File: src/rtl/irq_injector.sv
// irq_injector: synchronises and qualifies N event sources, latches them as pending,
// and presents one instruction at a time to the CPU via a round-robin valid/ack arbiter.
module irq_injector #(
    parameter int unsigned        NUM_SRC     = 4,
    parameter int unsigned        INSTR_W     = 32,
    parameter int unsigned        SYNC_STAGES = 2,
    parameter logic [NUM_SRC-1:0] EDGE_MASK   = '1,
    localparam int unsigned       SRC_W       = (NUM_SRC > 1) ? $clog2(NUM_SRC) : 1
) (
    input  logic                       clk,
    input  logic                       reset,
    input  logic [NUM_SRC-1:0]         src_in,
    input  logic [NUM_SRC-1:0]         src_enable,
    input  logic [NUM_SRC*INSTR_W-1:0] src_instr,
    output logic                       irq_valid,
    output logic [INSTR_W-1:0]         irq_instr,
    output logic [SRC_W-1:0]           irq_src,
    input  logic                       irq_ack,
    output logic [NUM_SRC-1:0]         pending,
    output logic [NUM_SRC-1:0]         overrun
);

    typedef enum logic {IDLE, PRESENT} state_t;

    state_t                   state;
    logic [SRC_W-1:0]         last_grant;
    logic [SYNC_STAGES-1:0]   sync_chain [NUM_SRC];
    logic [NUM_SRC-1:0]       sync;
    logic [NUM_SRC-1:0]       prev;
    logic [NUM_SRC-1:0]       in_service;
    logic [NUM_SRC-1:0]       evt;
    logic [NUM_SRC-1:0]       grant_onehot;
    logic [NUM_SRC-1:0]       pending_d;
    logic [NUM_SRC-1:0]       overrun_d;
    logic [INSTR_W-1:0]       instr_tab [NUM_SRC];
    logic                     grant_valid;
    logic [SRC_W-1:0]         grant_idx;
    logic [SRC_W-1:0]         cand;

    for (genvar i = 0; i < NUM_SRC; i++) begin : g_src
        always_ff @(posedge clk) begin
            if (reset) begin
                sync_chain[i] <= '0;
            end else begin
                sync_chain[i] <= {sync_chain[i][SYNC_STAGES-2:0], src_in[i]};
            end
        end

        assign sync[i]      = sync_chain[i][SYNC_STAGES-1];
        assign instr_tab[i] = src_instr[i*INSTR_W +: INSTR_W];

        // A source being acked this cycle is already leaving service, so a held level re-pends at once
        assign in_service[i]   = (state == PRESENT) && (irq_src == SRC_W'(i)) && !irq_ack;
        assign evt[i]          = EDGE_MASK[i] ? (sync[i] & ~prev[i])
                                              : (sync[i] & ~pending[i] & ~in_service[i]);
        assign grant_onehot[i] = (state == IDLE) && grant_valid && (grant_idx == SRC_W'(i));

        assign pending_d[i] = !src_enable[i]           ? 1'b0 :
                              (evt[i] && !pending[i])  ? 1'b1 :
                              grant_onehot[i]          ? 1'b0 : pending[i];
        assign overrun_d[i] = overrun[i] | (EDGE_MASK[i] & src_enable[i] & evt[i] & pending[i]);
    end

    // Round-robin search starting just after the last granted source
    always_comb begin
        grant_valid = 1'b0;
        grant_idx   = '0;
        cand        = '0;
        for (int unsigned off = 1; off <= NUM_SRC; off++) begin
            cand = SRC_W'((32'(last_grant) + off) % NUM_SRC);
            if (!grant_valid && pending[cand] && src_enable[cand]) begin
                grant_valid = 1'b1;
                grant_idx   = cand;
            end
        end
    end

    always_ff @(posedge clk) begin
        if (reset) begin
            state      <= IDLE;
            irq_valid  <= 1'b0;
            irq_instr  <= '0;
            irq_src    <= '0;
            last_grant <= SRC_W'(NUM_SRC - 1);
            pending    <= '0;
            overrun    <= '0;
            prev       <= '0;
        end else begin
            pending <= pending_d;
            overrun <= overrun_d;
            prev    <= sync;
            case (state)
                IDLE: begin
                    if (grant_valid) begin
                        irq_instr  <= instr_tab[grant_idx];
                        irq_src    <= grant_idx;
                        last_grant <= grant_idx;
                        irq_valid  <= 1'b1;
                        state      <= PRESENT;
                    end
                end
                PRESENT: begin
                    if (irq_ack) begin
                        irq_valid <= 1'b0;
                        irq_instr <= '0;
                        state     <= IDLE;
                    end
                end
                default: state <= IDLE;
            endcase
        end
    end

endmodule
File: config.mk
export PLATFORM = sky130hd
export DESIGN_NAME = irq_injector
export DESIGN_NICKNAME = d
export VERILOG_FILES = /design/src/rtl/irq_injector.sv
export SDC_FILE = /design/constraint.sdc
export NUM_CORES = 1
export LEC_CHECK = 0
export ABC_CLOCK_PERIOD_IN_PS = 1900
export BUFFER_PORTS_ARGS = -buffer_cell sky130_fd_sc_hd__buf_2
export CAP_MARGIN = 20
export CORE_MARGIN = 4
export CORE_UTILIZATION = 35
export CTS_CLUSTER_DIAMETER = 80
export DETAILED_ROUTE_END_ITERATION = 16
export PLACE_DENSITY = 0.73
export SETUP_SLACK_MARGIN = 0.02
export SYNTH_ARGS = -nofsm -noshare
export SYNTH_HDL_FRONTEND = slang
export SYNTH_SLANG_ARGS = --single-unit
File: constraint.sdc
create_clock -name clk -period 1.9 [get_ports clk]
set_clock_uncertainty 0.15 [all_clocks]
set_input_delay 0.095 -clock clk [delete_from_list [all_inputs] [get_ports clk]]
set_output_delay 0.095 -clock clk [all_outputs]
set_load 0.005 [all_outputs]
==> out/qor.csv, run 1 <==
stage,metric,value,unit
run_status,status,finished with violations,
run_status,violations,"hold timing, setup timing",
power,seqPwrFrac,0.387,
power,swShare,0.274,
layout,drive_gt1_frac,0.551,
die,core.rowCount,36,
synthesis,ys_seq_area_frac,0.328,
cts,cts-root-buf,clkbuf_8,
synthesis,ys_ff_latch,58,
cts,numCtsBuffers,9,
sta,worst_pin_slew,499,ps
die,dieArea,0.0118,mm^2
route,num_vias,3960,
critical_path,worstPathArrival,2120,ps
route,drc_errors,0,
layout,fillerInstances,841,
sta,max_freq,0.496,GHz
route,viasPerCell,5.33,
sta,setup_tns,-2800,ps
die,die_w,109,um
cts,clock_latency,340,ps
grt,track_usage,0.222,
synthesis,ys.flop_type,dfxtp_1,
flow_run,maxCapViolations,0,
layout,regArea,0.00117,mm^2
sta,hold_viol_final,2,
layout,nets,744,
cts,clock-sinks,58,
sta,max_slew_margin,0.668,
min_path,min_path_type,input port to flop,
synthesis,ys_top_cells_by_area,"dfxtp_1, o21a_1, o32ai_2",
layout,final_cell_mix,"buf_2, o21a_1, dfxtp_1, dlygate4sd3_1, a211oi_2",
sta,whs,-12.1,ps
layout,design_area,0.00599,mm^2
critical_path,critPathLaunchType,flop,
die,die_h,109,um
grt,grt_max_degree,33,
sta,rsz0062_at_grt,true,
sta,fin_crit_sh,1.06,
die,initial_utilization,0.360,
sta,period_needed,2020,ps
power,vdd_drop_max,0.000355,V
route,routedWlPerCell,18.1,um
layout,final_common_cell,buf_2,
power,p_int,2.40,mW
layout,syn_to_final_growth,69.1,%
placement,dp_hpwl,8230,um
synthesis,synth_edf_count,0,
synthesis,synth_cell_type_count,40,
cts,clk_path_buf_depth,2,
synthesis,syn_area_per_cell,9.75,um^2
cts,cts_tree,built,
critical_path,crit_type,flop to flop,
synthesis,syn_area,0.00354,mm^2
power,p_switching,0.906,mW
cts,clkSlewWorstSetupHoldPaths,80,ps
placement,pre_cts_slack,-135,ps
synthesis,syn_nets,502,
critical_path,endpoint_kind,flop,
synthesis,synth_top_area_frac,0.328,
layout,diodes,0,
critical_path,path_max_fanout,11,
grt,grt_pass1_vias,4190,
die,io_pins,182,
route,routed_wl,13400,um
power,finalPower,3.31,mW
power,pwr-share-comb,0.219,
sta,drv_slew,0,
layout,multiInputGateArea,0.00232,mm^2
cts,htree_levels,3,
die,coreArea,0.00982,mm^2
placement,io_buffers,181,
synthesis,synthArstFlopShare,0,
grt,overflow,0,
placement,dpl-instance-area,0.00471,mm^2
sta,worst_slack,-118,ps
synthesis,yosysWarnings,0,
route,drtIter0Drc,174,
power,powerDensity,553,mW/mm^2
route,drtPass1Iterations,4,
grt,grt_pass1_wl,20500,um
placement,globalplace.congestion,0.811,
power,pwr-share-clk,0.394,
power,p_leak,2.45,nW
synthesis,syn_inst,363,
grt,antenna_found_initial,1,
sta,setup-violations-final,36,
route,ant_nets,0,
critical_path,cp.required,2000,ps
synthesis,yosysTopAreaCell,dfxtp_1,
[cell usage after synthesis, types with 2 or more instances]
cell	number
o32ai_1	14
clkbuf_1	8
o21bai_1	2
o21a_1	64
a211oi_2	25
buf_4	10
nor2b_1	17
nand2b_1	2
nor3b_1	3
buf_2	14
nor3_1	3
inv_1	32
a211oi_1	39
dfxtp_1	58
o32ai_2	20
a31oi_1	2
a21oi_1	5
and2_1	3
nand2_1	8
nor2_1	10
buf_6	5
[per-stage QoR]
stage	utilization	std cells
after floorplan	-	363
after global placement	0.479	667
after detailed placement	0.479	667
after CTS	0.593	739
after global routing	0.610	743
final	0.610	743
[power groups by stage]
stage          logic, mW  clock network, mW  registers [mW]
3_5_place_dp       0.545                  0            1.31
6_report           0.724               1.30            1.28
2_1_floorplan      0.274                  0            1.31
3_3_place_gp       0.533                  0            1.31
4_1_cts            0.688               1.34            1.28
5_1_grt            0.779               1.41            1.29
[timing repair]
action,CTS,global route
endpoints found under the hold margin,41,2
cloned,4,2
pin swaps,37,11
buffers inserted,10,1
setup endpoints to repair,36,39
resized for setup,56,21
hold buffers,42,2
[cell families (layout without fill, tap and decap cells)]
family                 Yosys count  count (layout)  synth area share
AO/OA/AOI/OAI                  178             178             0.478
buffers and inverters           70             317             0.100
AND/OR/NAND/NOR                 57              57            0.0937
flip-flops                      58              58             0.328
[worst max-delay path, cell delays in order (launching register included)]
cell and delay [ps]:
dfxtp_2 330, buf_6 110, a22o_1 230, a32oi_1 180
buf_4 160, o311a_4 270, clkbuf_16 200, a211oi_2 60
o32ai_2 250
[path summary, 6_finish.rpt]
check | startpoint | cells after the start | slack, ps | end
min reg2reg | sync_chain[2][0] | 1 | 290 | sync_chain[2][1]
min | src_instr[20] | 3 | -10 | irq_instr[20]
max reg2reg | pending[0] | 8 | -120 | irq_instr[17]
max | pending[0] | 8 | -120 | irq_instr[17]
[area by class of cell]
class | count | area share
clock buffers | 9 | 0.0207
clock inverters | 7 | 0.0169
inverters | 32 | 0.0201
multi-input cells | 235 | 0.387
flip-flops and latches | 58 | 0.196
well taps | 133 | 0.0278
repair buffers | 269 | 0.331
[state kept, by name, indices dropped and copies added, names as in the netlist, 2 cells and up]
| name | count |
|---|---|
| irq_instr | 32 |
| irq_src | 2 |
| last_grant | 2 |
| overrun | 4 |
| pending | 4 |
| prev | 4 |
| sync_chain | 8 |
[per-layer routing]
metal	share of wire	vias up	global-route usage	routed length (um)
li1	-	1856	-	-
met1	0.39	1882	0.257	5260
met2	0.52	193	0.400	6920
met3	0.072	27	0.0507	963
met4	0.021	2	0.0766	281
met5	0.00089	-	0	12
Note: power is estimated with default switching activity, not from simulation.
==> run 2, diff against run 1 <==
--- a/config.mk
+++ b/config.mk
@@ -8,11 +8,12 @@
 export ABC_CLOCK_PERIOD_IN_PS = 1900
 export BUFFER_PORTS_ARGS = -buffer_cell sky130_fd_sc_hd__buf_2
 export CAP_MARGIN = 20
+export CORE_ASPECT_RATIO = 1.1
 export CORE_MARGIN = 4
-export CORE_UTILIZATION = 35
+export CORE_UTILIZATION = 42
 export CTS_CLUSTER_DIAMETER = 80
 export DETAILED_ROUTE_END_ITERATION = 16
-export PLACE_DENSITY = 0.73
+export PLACE_DENSITY = 0.84
 export SETUP_SLACK_MARGIN = 0.02
 export SYNTH_ARGS = -nofsm -noshare
 export SYNTH_HDL_FRONTEND = slang
==> run 2 against run 1 <==
  * The run ends with setup timing left
  * Critical path depth fell by 1
  * Critical endpoint is now irq_instr[11]
  * Hold slack better by 13 ps
  * Critical path type unchanged
  * Clock-buffer cell count unchanged
  * Global-route usage is 3.1 points higher
  * Register-to-register slack improved by 70 ps
==> out/qor.csv, run 2 (synthesis gave the netlist of run 1 again) <==
stage,metric,value,unit
run_status,status,finished with violations,
run_status,violations,setup timing,
layout,final_cell_mix,"buf_2, o21a_1, dfxtp_1, dlygate4sd3_1, a211oi_2",
power,p_leak,2.52,nW
cts,htree_levels,3,
critical_path,reg2reg_slack,-40,ps
die,initial_utilization,0.440,
grt,grt_pass1_vias,4185,
placement,dp_hpwl,8050,um
flow_run,maxCapViolations,0,
layout,largest_register_ffs,32,
critical_path,critPathLaunchType,flop,
sta,setup_tns,-172,ps
cts,clock-sinks,58,
sta,drv_slew,0,
critical_path,worstPathArrival,2000,ps
die,dieArea,0.00996,mm^2
die,die_h,104,um
sta,hold_viol_final,0,
sta,rsz0062_at_grt,true,
cts,clkSlewWorstSetupHoldPaths,70,ps
sta,max_slew_margin,0.664,
cts,clock_latency,340,ps
power,vdd_drop_max,0.000484,V
sta,setup-violations-final,14,
layout,drive_gt1_frac,0.568,
cts,cts-root-buf,clkbuf_8,
sta,max_freq,0.514,GHz
die,coreArea,0.00804,mm^2
power,finalPower,3.39,mW
sta,fin_crit_sh,1.02,
die,io_pins,182,
route,viasPerCell,5.60,
route,routedWlPerCell,19.6,um
cts,numCtsBuffers,9,
route,routed_wl,14200,um
placement,globalplace.congestion,0.777,
min_path,min_path_type,input port to flop,
power,powerDensity,545,mW/mm^2
route,drtPass1Iterations,4,
layout,diodes,0,
cts,clk_path_buf_depth,2,
placement,io_buffers,181,
die,die_w,95.5,um
layout,syn_to_final_growth,76.0,%
sta,worst_slack,-44.4,ps
die,core.rowCount,34,
layout,final_common_cell,buf_2,
route,drtIter0Drc,100,
grt,grt_pass1_wl,20200,um
grt,track_usage,0.253,
sta,period_needed,1940,ps
critical_path,endpoint_kind,flop,
route,drc_errors,0,
grt,overflow,0,
grt,antenna_found_initial,0,
critical_path,path_max_fanout,24,
layout,top_register,irq_instr,
grt,grt_max_degree,33,
critical_path,crit_type,flop to flop,
critical_path,cp.required,1960,ps
route,ant_nets,0,
route,num_vias,4040,
cts,cts_tree,built,
sta,worst_pin_slew,504,ps
layout,top_regs,"irq_instr: 32 flops, sync_chain: 8 flops",
layout,nets,748,
## run 2: cell types whose count changed in the layout (fill, tap and decap cells not counted), moves of 3 or more
cell           before  now
a211oi_4            9   26
a211oi_1           15    4
dlygate4sd3_1      44   51
a211oi_2           40   34
o32ai_1            13    8
o32ai_2            21   25
buf_4              16   13
## run 2: final cells by class
type | count | area (um^2)
multi-input combinational | 235 | 2570
tap | 108 | 135
clock buffer | 9 | 124
clock inverter | 7 | 101
fill | 507 | 1810
inverter | 32 | 120
sequential | 58 | 1170
timing repair buffer | 273 | 2010
## run 2: critical path: stages (launching register included)
cell and delay, ps:
dfxtp_4 370, a22o_1 230, a32oi_2 200, buf_4 160
o311ai_4 110, buf_12 210, a211oi_1 250, o32ai_1 110
## run 2: stage by stage
step / utilization / hold slack, ps / std cells / setup slack, ps / area [um^2]
floorplan: - / 73.2 / 363 / 46.3 / 3540
global placement: 0.573 / 156 / 638 / -40.7 / 4610
detailed placement: 0.573 / 159 / 638 / -115 / 4610
CTS: 0.712 / 0.0938 / 715 / 2.22 / 5720
global route: 0.775 / 1.66 / 722 / -116 / 6230
finish: 0.775 / 0.763 / 722 / -44.4 / 6230
## run 2: path summary, 6_finish.rpt
| path | from | endpoint | cells after the start |
|---|---|---|---|
| hold / removal | src_instr[3] | irq_instr[3] | 3 |
| hold reg to reg | sync_chain[3][0] | sync_chain[3][1] | 1 |
| setup reg to reg | pending[1] | irq_instr[11] | 7 |
| setup / recovery | pending[1] | irq_instr[11] | 7 |
## run 2: report_power, final
| group | internal (mW) | switching [mW] | leakage, nW |
|---|---|---|---|
| sequential | 1.26 | 0.0270 | 0.473 |
| clock | 0.749 | 0.555 | 0.106 |
| combinational | 0.440 | 0.367 | 1.94 |
## run 2: timing repair
item	in CTS	in global routing
setup endpoints to repair	35	36
cloned	1	6
hold endpoints to repair	44	0
hold buffers	51	0
pin swaps	15	30
resized for setup	62	58
buffers inserted	9	1
## run 2: metal layers
layer	vias to the layer above	share of wire	global-route usage	wire length [um]
met5	-	0	0	0
met3	51	0.068	0.0601	968
met4	0	0.036	0.0843	510
li1	1854	-	-	-
met1	1935	0.37	0.291	5180
met2	200	0.53	0.450	7500
